<file path="src/rtl/mem_loader.sv">
// Byte-stream memory loader: a little-endian word count, then N 16-bit words written to memory.
// Define LOADER_CHECKSUM_EN to add a 16-bit wrapping-sum trailer check (csum_err).
module mem_loader #(
  parameter int WIDTH = 13,
  parameter int SIZE  = 8192
) (
  input  logic             clk,
  input  logic             rst_n,
  input  logic             start,
  input  logic             in_valid,
  input  logic [7:0]       in_byte,
  output logic             in_ready,
  output logic             we,
  output logic [WIDTH-1:0] mem_din_addr,
  output logic [15:0]      mem_din,
  output logic             busy,
  output logic             done,
  output logic             len_err,
  output logic             csum_err
);

`ifdef LOADER_CHECKSUM_EN
  typedef enum logic [2:0] {
    IDLE, LEN_LO, LEN_HI, DATA_LO, DATA_HI, CSUM_LO, CSUM_HI, DONE
  } state_t;
  localparam state_t S_AFTER_DATA = CSUM_LO;
`else
  typedef enum logic [2:0] {
    IDLE, LEN_LO, LEN_HI, DATA_LO, DATA_HI, DONE
  } state_t;
  localparam state_t S_AFTER_DATA = DONE;
`endif

  state_t             r_state;
  state_t             w_state_next;
  logic [7:0]         r_len_lo;
  logic [15:0]        r_len;
  logic [7:0]         r_data_lo;
  logic [15:0]        r_word_cnt;
  logic               r_we;
  logic [WIDTH-1:0]   r_addr;
  logic [15:0]        r_din;
  logic               r_done;
  logic               r_len_err;

  logic               w_accept;
  logic               w_start_ok;
  logic               w_to_done;
  logic [15:0]        w_len;
  logic [15:0]        w_word;
  logic               w_last;
  logic               w_in_range;

  assign w_accept   = in_valid & in_ready;
  assign w_start_ok = start & ((r_state == IDLE) | (r_state == DONE));
  assign w_len      = {in_byte, r_len_lo};
  assign w_word     = {in_byte, r_data_lo};
  // 17-bit compare so N=65535 cannot overflow the counter test
  assign w_last     = ({1'b0, r_word_cnt} + 17'd1) == {1'b0, r_len};
  assign w_in_range = {16'd0, r_word_cnt} < $unsigned(SIZE);
  assign w_to_done  = (w_state_next == DONE) & (r_state != DONE);

  always_ff @(posedge clk or negedge rst_n) begin
    if (!rst_n) r_state <= IDLE;
    else        r_state <= w_state_next;
  end

  always_comb begin
    w_state_next = r_state;
    in_ready     = 1'b0;
    busy         = 1'b0;
    case (r_state)
      IDLE:    if (start) w_state_next = LEN_LO;
      LEN_LO: begin
        in_ready = 1'b1;
        busy     = 1'b1;
        if (w_accept) w_state_next = LEN_HI;
      end
      LEN_HI: begin
        in_ready = 1'b1;
        busy     = 1'b1;
        if (w_accept) w_state_next = (w_len == 16'd0) ? S_AFTER_DATA : DATA_LO;
      end
      DATA_LO: begin
        in_ready = 1'b1;
        busy     = 1'b1;
        if (w_accept) w_state_next = DATA_HI;
      end
      DATA_HI: begin
        in_ready = 1'b1;
        busy     = 1'b1;
        if (w_accept) w_state_next = w_last ? S_AFTER_DATA : DATA_LO;
      end
`ifdef LOADER_CHECKSUM_EN
      CSUM_LO: begin
        in_ready = 1'b1;
        busy     = 1'b1;
        if (w_accept) w_state_next = CSUM_HI;
      end
      CSUM_HI: begin
        in_ready = 1'b1;
        busy     = 1'b1;
        if (w_accept) w_state_next = DONE;
      end
`endif
      DONE:    if (start) w_state_next = LEN_LO;
      default: w_state_next = IDLE;
    endcase
  end

  always_ff @(posedge clk or negedge rst_n) begin
    if (!rst_n) begin
      r_len_lo   <= '0;
      r_len      <= '0;
      r_data_lo  <= '0;
      r_word_cnt <= '0;
      r_we       <= 1'b0;
      r_addr     <= '0;
      r_din      <= '0;
      r_done     <= 1'b0;
      r_len_err  <= 1'b0;
    end else begin
      r_we <= 1'b0;
      if (w_start_ok) begin
        r_word_cnt <= '0;
        r_done     <= 1'b0;
        r_len_err  <= 1'b0;
      end
      if (w_accept) begin
        case (r_state)
          LEN_LO:  r_len_lo <= in_byte;
          LEN_HI: begin
            r_len <= w_len;
            if ({16'd0, w_len} > $unsigned(SIZE)) r_len_err <= 1'b1;
          end
          DATA_LO: r_data_lo <= in_byte;
          DATA_HI: begin
            r_word_cnt <= r_word_cnt + 16'd1;
            // words past the end of memory are consumed silently
            if (w_in_range) begin
              r_we   <= 1'b1;
              r_addr <= WIDTH'(r_word_cnt);
              r_din  <= w_word;
            end
          end
          default: ;
        endcase
      end
      if (w_to_done) r_done <= 1'b1;
    end
  end

`ifdef LOADER_CHECKSUM_EN
  logic [15:0] r_sum;
  logic [7:0]  r_csum_lo;
  logic        r_csum_err;

  always_ff @(posedge clk or negedge rst_n) begin
    if (!rst_n) begin
      r_sum      <= '0;
      r_csum_lo  <= '0;
      r_csum_err <= 1'b0;
    end else begin
      if (w_start_ok) begin
        r_sum      <= '0;
        r_csum_err <= 1'b0;
      end
      if (w_accept) begin
        case (r_state)
          DATA_HI: r_sum     <= r_sum + w_word;
          CSUM_LO: r_csum_lo <= in_byte;
          CSUM_HI: if ({in_byte, r_csum_lo} != r_sum) r_csum_err <= 1'b1;
          default: ;
        endcase
      end
    end
  end

  assign csum_err = r_csum_err;
`else
  assign csum_err = 1'b0;
`endif

  assign we           = r_we;
  assign mem_din_addr = r_addr;
  assign mem_din      = r_din;
  assign done         = r_done;
  assign len_err      = r_len_err;

endmodule

</file>
<file path="config.mk">
export PLATFORM = sky130hd
export DESIGN_NAME = mem_loader
export DESIGN_NICKNAME = d
export VERILOG_FILES = /design/src/rtl/mem_loader.sv
export SDC_FILE = /design/constraint.sdc
export NUM_CORES = 1
export LEC_CHECK = 0
export BUFFER_PORTS_ARGS = -buffer_cell sky130_fd_sc_hd__buf_2
export CELL_PAD_IN_SITES_DETAIL_PLACEMENT = 1
export CELL_PAD_IN_SITES_GLOBAL_PLACEMENT = 1
export CORE_UTILIZATION = 42
export DETAILED_ROUTE_END_ITERATION = 12
export PLACE_DENSITY = 0.84
export SYNTH_ARGS = -nofsm -noshare
export SYNTH_HDL_FRONTEND = slang
export SYNTH_SLANG_ARGS = --single-unit
</file>
<file path="constraint.sdc">
create_clock -name clk -period 1.9 [get_ports clk]
set_input_delay 0.38 -clock clk [delete_from_list [all_inputs] [get_ports clk]]
set_output_delay 0.38 -clock clk [all_outputs]
set_load 0.05 [all_outputs]
</file>
## Word level (Yosys, flattened, before mapping)

Index checks and enable logic that the tools add are counted.

- Equal/unequal tests: 8
- Bitwise logic cells: 4
- Reduce and logical (&&, ||, !) cells: 9
- Div/mod/pow operators: 0
- $add $sub $neg: 2
- Shift operators: 0
- Mux-type cells: 21
- Order comparisons: 2
- $mul: 0

Operator list:

| cell | number |
|---|---|
| $mux 16 | 3 |
| $mux 3 | 7 |
| $add 16x1->17 const B | 1 |
| $eq 17x16->1 | 1 |
| $add 16x1->16 const B | 1 |
| $gt 16x14->1 const B | 1 |
| $logic_not 16->1 | 1 |
| $lt 16x14->1 const B | 1 |
| $pmux 3 s5 | 1 |
| $mux 1 | 10 |
| $eq 3x3->1 const B | 3 |
| $eq 3x2->1 const B | 2 |
| $reduce_and 2->1 | 3 |
| $reduce_or 4->1 | 1 |
| $and 1x1->1 | 3 |
| $eq 3x1->1 const B | 1 |
| $logic_not 3->1 | 1 |
| $ne 3x3->1 const B | 1 |
| $reduce_and 3->1 | 1 |
| $reduce_bool 2->1 | 1 |
| $reduce_or 2->1 | 1 |
| $or 1x1->1 | 1 |

- Output and inout port bits: 35
- Logic and storage cells: 56
- Memory bits (writable): 0
- Bits in registers: 83
- Bits in latches: 0
- Memory bits (read-only): 0
- Memories kept: 0

## Longest topological paths before layout

Gate-level depths: netlist of run 1.

- Depth in word-level cells: 9
- Depth in mapped cells: 7
- Gate-level depth less buffers: 7

## Least setup slack after synthesis of run 1

No wires, ideal clock.

- Path kind: reg2out
- From: register r_state[0]
- To: output in_ready
- Arrival time: 1855 ps
- Buffers on the path: 2
- Data required time: 1520 ps
- Cell stages (with the launch flop): 5
- Slack: -335 ps
- Path through: dfrtp_1 -> buf_1 -> o21a_1 -> nor2_1 -> buf_4

- Longest elaborated chain between the ends: 3
- Elaborated cells on any way between the ends: 6
- Those cells by class: eq/ne (4); mux (1); reduce/logical (1)

Ends and longest elaborated chain:

| what | RTL line | source |
|---|---|---|
| start, declared | 34 | `state_t r_state;` |
| start signal, assigned | 65 | `else r_state <= w_state_next;` |
| $eq 3x3->1, or another cell as far along | -- |  |
| $reduce_or 4->1 (no source line) * | -- |  |
| $mux 1 * | -- |  |
| end, declared | 12 | `output logic in_ready,` |

Mark *: on every way between the ends. The rest lies on a longest branch, timed or not.

## Worst setup path in the final report of run 1

- From: register r_word_cnt[1]
- To: register r_state[2]

- Longest elaborated chain between the ends: 5

Ends and longest elaborated chain:

| what | RTL line | source |
|---|---|---|
| start, declared | 39 | `logic [15:0] r_word_cnt;` |
| start signal, assigned | 138 | `r_word_cnt <= r_word_cnt + 16'd1;` |
| $add 16x1->17 | 59 | `assign w_last = ({1'b0, r_word_cnt} + 17'd1) == {1'b0, r_len};` |
| $eq 17x16->1 | 59 |  |
| $mux 3 (2 in series) | 92 | `if (w_accept) w_state_next = w_last ? S_AFTER_DATA : DATA_LO;` |
| $pmux 3 s5 | 72 | `case (r_state)` |
| named net w_state_next[2] | 35 | `state_t w_state_next;` |

The timed path passes the listed nets, and every way through them passes these cells.
A chain may end at the register's enable or synchronous reset.

==> results of run 1 <==
## registers in the layout, indices dropped and copies added (netlist names)
register and count:
len_err 1, done 1, we 1, r_word_cnt 16, mem_din_addr 13, r_state 3
r_len_lo 8, mem_din 16, r_data_lo 8, r_len 16
## through the flow
stage,cell area [um2],setup TNS (ps),setup slack [ps],hold slack (ps)
after global routing,5130,-482,-125,287
after CTS,4940,0,9.69,266
after floorplan,4230,0,15.0,84.4
after global placement,4700,0,79.0,350
after detailed placement,4700,-321,-59.7,352
final,5130,-47.4,-24.4,275
## power by group through the flow
stage                     registers [mW]  logic [mW]  clock network [mW]
final                               2.82        3.09                1.37
after global routing                2.90        3.29                1.45
after CTS                           2.80        2.87                1.38
after detailed placement            2.81        2.83                   0
after global placement              2.77        2.70                   0
after floorplan                     3.24        1.59                   0
## synth_stat cells, types with 5 or more instances
library cell / number
nor3_1: 5
xor2_1: 6
nand3_1: 8
nor2_1: 16
xnor2_1: 15
nand2_1: 100
o21ai_0: 21
buf_6: 7
a21oi_1: 7
buf_2: 7
dfrtp_1: 83
mux2_2: 32
nand4_1: 5
## how the worst min path moves through the flow
stage	from	end	slack, ps	cells past startpoint
2_1_floorplan	rst_n	done	80	0
3_3_place_gp	rst_n	mem_din_addr[10]	350	1
3_5_place_dp	rst_n	mem_din_addr[8]	350	1
4_1_cts	in_byte[3]	mem_din[11]	270	3
5_1_grt	in_byte[2]	mem_din[10]	290	3
6_report	in_byte[3]	mem_din[11]	280	3
## logic make-up after synthesis
group,after synthesis
simple gates,174
flops,83
compound gates,59
mux,33
buf+inv,29
xor+xnor,22
fa+ha+maj,1
other cells,1
## area by class of cell
cell class	instances	area, um2
clock buffers	9	124
clock inverters	7	83.8
fillers	1096	4600
inverters	2	10.0
multi-input cells	290	2080
flip-flops and latches	83	2090
well taps	133	166
repair buffers	80	574
## layer usage
metal / wire [um] / vias to the layer above
met5: 0 / -
met2: 6100 / 87
li1: - / 1517
met4: 310 / 0
met1: 5050 / 1683
met3: 431 / 26
## worst min-delay path, delay by kind of cell
family	cells	cell delay [ps]
buffers and inverters	1	130
and+or+nand+nor	2	100
## repair_timing
action / CTS / global route
setup buffers: 0 / 2
setup endpoints to repair: 19 / 40
resized for setup: 6 / 36
endpoints found under the hold margin: 28 / 0
hold buffers: 1 / 0
gates cloned: 0 / 0
pin swaps: 0 / 12
==> out/results.md, run 1 <==
| Parameter | Value | Unit |
|:---|:---|:---|
| Commonest register cell after synthesis | dfrtp_1 | - |
| Final hold vios | 0 | - |
| Die H | 102 | um |
| CTS HTree Levels | 3 | - |
| Cell types occupying the most area after synthesis | dfrtp_1, nand2_1, mux2_2 | - |
| Share of the synthesized area in compound gates (AO/OA/AOI/OAI) | 9.27 | % |
| GR Util met1 | 29.7 | % |
| Path class of the lowest-slack min-delay path | input port to flop | - |
| Horizontal die dimension | 102 | um |
| Boundary pin count | 47 | - |
| Xor and xnor area share after synthesis | 4.75 | % |
| Pwr dens | 1420 | mW/mm2 |
| Vias | 3313 | - |
| Worst path cell trace | ha_4, nand3_4, or3_1, o211a_1, nor3_1, nand4_1, o221ai_1 | - |
| Wire length of the first global-routing pass | 18600 | um |
| Yosys reg bits | 83 | - |
| Layer with the highest usage | met2 | - |
| Number of antenna violations at the first check in global routing | 0 | - |
| Cell count after synthesis | 402 | - |
| Worst IR Drop VDD | 0.000966 | V |
| Clock transition time at the flip-flop clock pins of the worst setup and hold paths | 90 | ps |
| Wire length after detailed routing | 11900 | um |
| Comb pwr share | 42.4 | % |
| Cell variety after synth | 63 | - |
| Endpoint of the worst setup timing path | r_state[2] | - |
| IO Port Bufs | 45 | - |
| Cell class contributing the biggest share of worst-path delay | simple AND/OR/NAND/NOR gates | - |
| Antenna violation net count after detailed routing | 0 | - |
| Data required time of the worst path | 2180 | ps |
| FFs w/ async S/R, synth | 100 | % |
| Drt wl/cell | 19.7 | um |
| Total congestion overflow after global routing | 0 | - |
| Most frequent cells in the layout | nand2_1, dfrtp_1, buf_2 | - |
| Most common library cell in the layout ignoring fill and taps | nand2_1 | - |
| Half-perimeter wire length after detailed placement | 8110 | um |
| Endpoint class of the critical path | flop | - |
| Detailed-route vias per instance | 5.49 | - |
| Final critical-path share of the clock period | 101 | % |
| Largest net degree at the start of global routing | 31 | - |
| Net switching power | 3.07 | mW |
| Setup repair after global routing missed its margin | yes | - |
| Number of synthesized flops with an enable pin | 0 | - |
| Final GP Congestion | 0.861 | - |
| Cell taking the most area after synthesis | dfrtp_1 | - |
| Final core utilization | 52.7 | % |
| CP peak stage delay | 430 | ps |
| Failing checks | negative setup slack | - |
| CP bufs+invs | 0 | - |
| Sinks on the clock net | 83 | - |
| Total nets after synthesis | 415 | - |
| Net total in the final layout | 479 | - |
| Count of placed standard cells including taps | 585 | - |
| Achievable frequency | 520 | MHz |
| Total track usage | 23.8 | % |
| Adder and majority gate portion of the synthesized area | 0.297 | % |
| Fraction of synthesized cell area taken by the top area cell type | 49.3 | % |
| Critical Path Start | r_word_cnt[1] | - |
| Cell Rows | 36 | - |
| Sequential fraction of design power | 38.8 | % |
| Number of endpoints failing setup at the final stage | 3 | - |
| Buffer type at the clock tree root | clkbuf_8 | - |
| Worst-path maximum fanout | 5 | - |
| Met2 global-route usage | 41.8 | % |
| Class of the most critical setup path | flop to flop | - |
| Fin Clk Skew | 8.12 | ps |
| N_diodes | 0 | - |
| Max-capacitance violation count | 0 | - |
| Syn_area_per_cell | 10.5 | um2 |
| Largest buffer count on any clock path | 2 | - |
| CP arrival | 2200 | ps |
| Starting density of the core | 43.3 | % |
| Clock latency reported for the late side of the worst-skew pair | 360 | ps |
| GR met3 Demand/Resource | 3.28 | % |
| DR iter-0 viols | 167 | - |
| Outcome | finished, violations left | - |
| Reg2Reg Launch Point | r_word_cnt[1] | - |
| Detailed Routing Iterations Pass 1 | 4 | - |
| Critical Path Stages | 7 | - |
| Switching share of power | 42.2 | % |
| Core area | 0.00973 | mm2 |
| Post-route DRC violation count | 0 | - |
| Clock network fraction of design power | 18.8 | % |
| Syn-to-layout area delta | 21.7 | % |
| Syn. warnings | 0 | - |
| Share of layout cells above drive strength 1 | 37.4 | % |
| Share of synthesized area occupied by flip-flops and latches | 49.3 | % |
| PnR worst setup slack | -24.4 | ps |
| Category of the worst setup path launch point | flop | - |
| Worst reg2reg endpoint | r_state[2] | - |
| Multiplexer share of the synthesized area | 8.79 | % |
| Number of global-route vias before repair | 3566 | - |
| Max-slew violation total from the final report | 0 | - |
| Post-layout power | 7.27 | mW |
| Area share of and/or/nand/nor cells after synthesis | 21.9 | % |
| Setup slack on the worst flop-to-flop path | -20 | ps |
| Combinational family with the most area after synthesis | simple AND/OR/NAND/NOR gates | - |
| Synthesized area | 0.00421 | mm2 |
| Static leakage | 2.42 | nW |
| Worst R2R Path Depth | 7 | - |
| TritonCTS clock tree | done | - |
| CTS buffer count | 9 | - |
| Non-filler cells, final | 604 | - |
| Overall die area | 0.0104 | mm2 |
| Internal power consumption | 4.20 | mW |
| Max stage delay cell, worst path | dfrtp_1 | - |
| Post-layout minimum cycle time | 1920 | ps |
Note: power is estimated with default switching activity, not from simulation.
==> run 2: changes to the inputs <==
--- a/config.mk
+++ b/config.mk
@@ -8,6 +8,7 @@
 export BUFFER_PORTS_ARGS = -buffer_cell sky130_fd_sc_hd__buf_2
 export CELL_PAD_IN_SITES_DETAIL_PLACEMENT = 1
 export CELL_PAD_IN_SITES_GLOBAL_PLACEMENT = 1
+export CORE_ASPECT_RATIO = 0.6
 export CORE_UTILIZATION = 42
 export DETAILED_ROUTE_END_ITERATION = 12
 export PLACE_DENSITY = 0.84
==> run 2 against run 1 <==
  * The run still ends with negative setup slack left
  * Combinational power is 1% lower
  * Setup slack lost 15 ps
  * Final area is 2.4% higher
  * Sequential share of layout area shrank 0.79 points
  * Register-to-register slack got worse by 20 ps
  * Worst hold slack improved by 50 ps
  * Critical endpoint unchanged
  * Largest cell class unchanged
  * Largest power group unchanged
==> out/results.md, run 2 (synthesis gave the netlist of run 1 again) <==
| Parameter | Value | Unit |
|:---|:---|:---|
| Outcome | finished, violations left | - |
| Failing checks | negative setup slack | - |
| Final GP Congestion | 0.873 | - |
| Drt wl/cell | 19.7 | um |
| Sinks on the clock net | 83 | - |
| Core area | 0.00946 | mm2 |
| Most common library cell in the layout ignoring fill and taps | nand2_1 | - |
| Achievable frequency | 516 | MHz |
| Buffer type at the clock tree root | clkbuf_16 | - |
| Worst IR Drop VDD | 0.000895 | V |
| Horizontal die dimension | 131 | um |
| CTS buffer count | 9 | - |
| CP peak stage delay | 500 | ps |
| Post-layout power | 7.72 | mW |
| Switching share of power | 40.4 | % |
| Worst hold margin | 325 | ps |
| Share of layout cells above drive strength 1 | 39.4 | % |
| Number of endpoints failing setup at the final stage | 3 | - |
| Total congestion overflow after global routing | 0 | - |
| Static leakage | 2.52 | nW |
| Category of the worst setup path launch point | flop | - |
| Final TNS setup | -76.9 | ps |
| CTS HTree Levels | 3 | - |
| Data required time of the worst path | 2150 | ps |
| Post-layout minimum cycle time | 1940 | ps |
| Boundary pin count | 47 | - |
| Filler cell count in the final layout | 1060 | - |
| Final core utilization | 55.5 | % |
| Storage element area | 0.00210 | mm2 |
| Starting density of the core | 44.5 | % |
| Most frequent cells in the layout | nand2_1, dfrtp_1, buf_2, buf_4, mux2_2 | - |
| Sequential fraction of design power | 37.1 | % |
| Comb pwr share | 39.5 | % |
| Number of antenna violations at the first check in global routing | 0 | - |
| Die H | 79.6 | um |
| Half-perimeter wire length after detailed placement | 8460 | um |
| Antenna violation net count after detailed routing | 0 | - |
| Total track usage | 24.6 | % |
| IO Port Bufs | 45 | - |
| Vias | 3383 | - |
| Non-filler cells, final | 615 | - |
| Worst path cell trace | nand4_4, nor4_4, xnor2_1, o221a_2, nand4_1, o221ai_1 | - |
| Final hold vios | 0 | - |
| CP arrival | 2190 | ps |
| Max-slew violation total from the final report | 0 | - |
| Detailed-route vias per instance | 5.50 | - |
| Final critical-path share of the clock period | 102 | % |
| Dpl cell area | 0.00473 | mm2 |
| Internal power consumption | 4.60 | mW |
| Detailed Routing Iterations Pass 1 | 4 | - |
| Max-capacitance violation count | 0 | - |
| Largest buffer count on any clock path | 2 | - |
| Net total in the final layout | 493 | - |
| Critical Path Start | r_word_cnt[11] | - |
| Wire length after detailed routing | 12100 | um |
| Count of placed standard cells including taps | 590 | - |
| Cell Rows | 27 | - |
| Class of the most critical setup path | flop to flop | - |
| Net switching power | 3.12 | mW |
| Total area of multi-input combinational cells | 0.00204 | mm2 |
| N_diodes | 0 | - |
| Path class of the lowest-slack min-delay path | input port to flop | - |
| Setup repair after global routing missed its margin | yes | - |
| Max stage delay cell, worst path | dfrtp_1 | - |
| Reg2Reg Launch Point | r_word_cnt[11] | - |
| Endpoint class of the critical path | flop | - |
| Pwr dens | 1470 | mW/mm2 |
| Fin Clk Skew | 15.0 | ps |
| Post-route DRC violation count | 0 | - |
| Number of global-route vias before repair | 3535 | - |
| Wire length of the first global-routing pass | 19400 | um |
| Overall die area | 0.0104 | mm2 |
| Final Instance Area | 0.00525 | mm2 |
| DR iter-0 viols | 195 | - |
| Clock latency reported for the late side of the worst-skew pair | 350 | ps |
| Clock network fraction of design power | 23.4 | % |
| Largest net degree at the start of global routing | 47 | - |
| Clock transition time at the flip-flop clock pins of the worst setup and hold paths | 70 | ps |
| Worst-path maximum fanout | 4 | - |
| Hold path start | in_byte[7] | - |
| Syn-to-layout area delta | 24.6 | % |
| Place WS | -55.1 | ps |
| PnR worst setup slack | -39.4 | ps |
| TritonCTS clock tree | done | - |
## run 2: changes by cell type in the layout (fill, tap and decap cells not counted), sizes merged
cell,change
clkbuf,+1
buf,+14
clkinvlp,+1
inv,-1
clkinv,-1
## run 2: final cells by class
type	instances	share of cell area, %
well taps	130	3.10
inverters	2	0.143
flip-flops and latches	83	39.9
clock inverters	6	1.36
multi-input cells	290	38.9
clock buffers	10	4.36
repair buffers	94	12.2
## run 2: path summary, 6_finish.rpt
kind	cells after the start	slack [ps]	end
max	6	-40	r_state[2]
min	3	330	mem_din[15]
max reg2reg	6	-40	r_state[2]
min reg2reg	2	480	mem_din_addr[6]
max in group asynchronous	3	810	r_len[6]
min in group asynchronous	2	500	we
## run 2: worst max-delay path: cells and delay by family (launching register included)
kind / cells / cell delay (ps)
AOI/OAI and AO/OA: 2 / 390
xor gates and xnor gates: 1 / 240
DFF: 1 / 500
and+or+nand+nor: 3 / 710
## run 2: power by group through the flow
stage                     logic [mW]  clock network [mW]  registers (mW)
final                           3.05                1.81            2.86
after global routing            3.28                1.91            2.93
after CTS                       2.91                1.84            2.85
after detailed placement        2.85                   0            2.87
after global placement          2.71                   0            2.81
after floorplan                 1.59                   0            3.24
## run 2: per-layer routing
| metal | up-vias | global-route usage (%) | part of all wire [%] |
|---|---|---|---|
| met5 | - | 0 | 0 |
| met4 | 0 | 7.21 | 1.2 |
| li1 | 1550 | - | - |
| met3 | 13 | 5.40 | 5.2 |
| met2 | 84 | 41.2 | 48 |
| met1 | 1736 | 32.3 | 45 |
## run 2: what timing repair did
item                                   4_1_cts  5_1_grt
pin swaps                                    2        6
resized for setup                           17       20
gates cloned                                 0        0
endpoints found under the hold margin       26        0
setup buffers                                0        8
hold buffers                                 1        0
setup endpoints to repair                    8       26
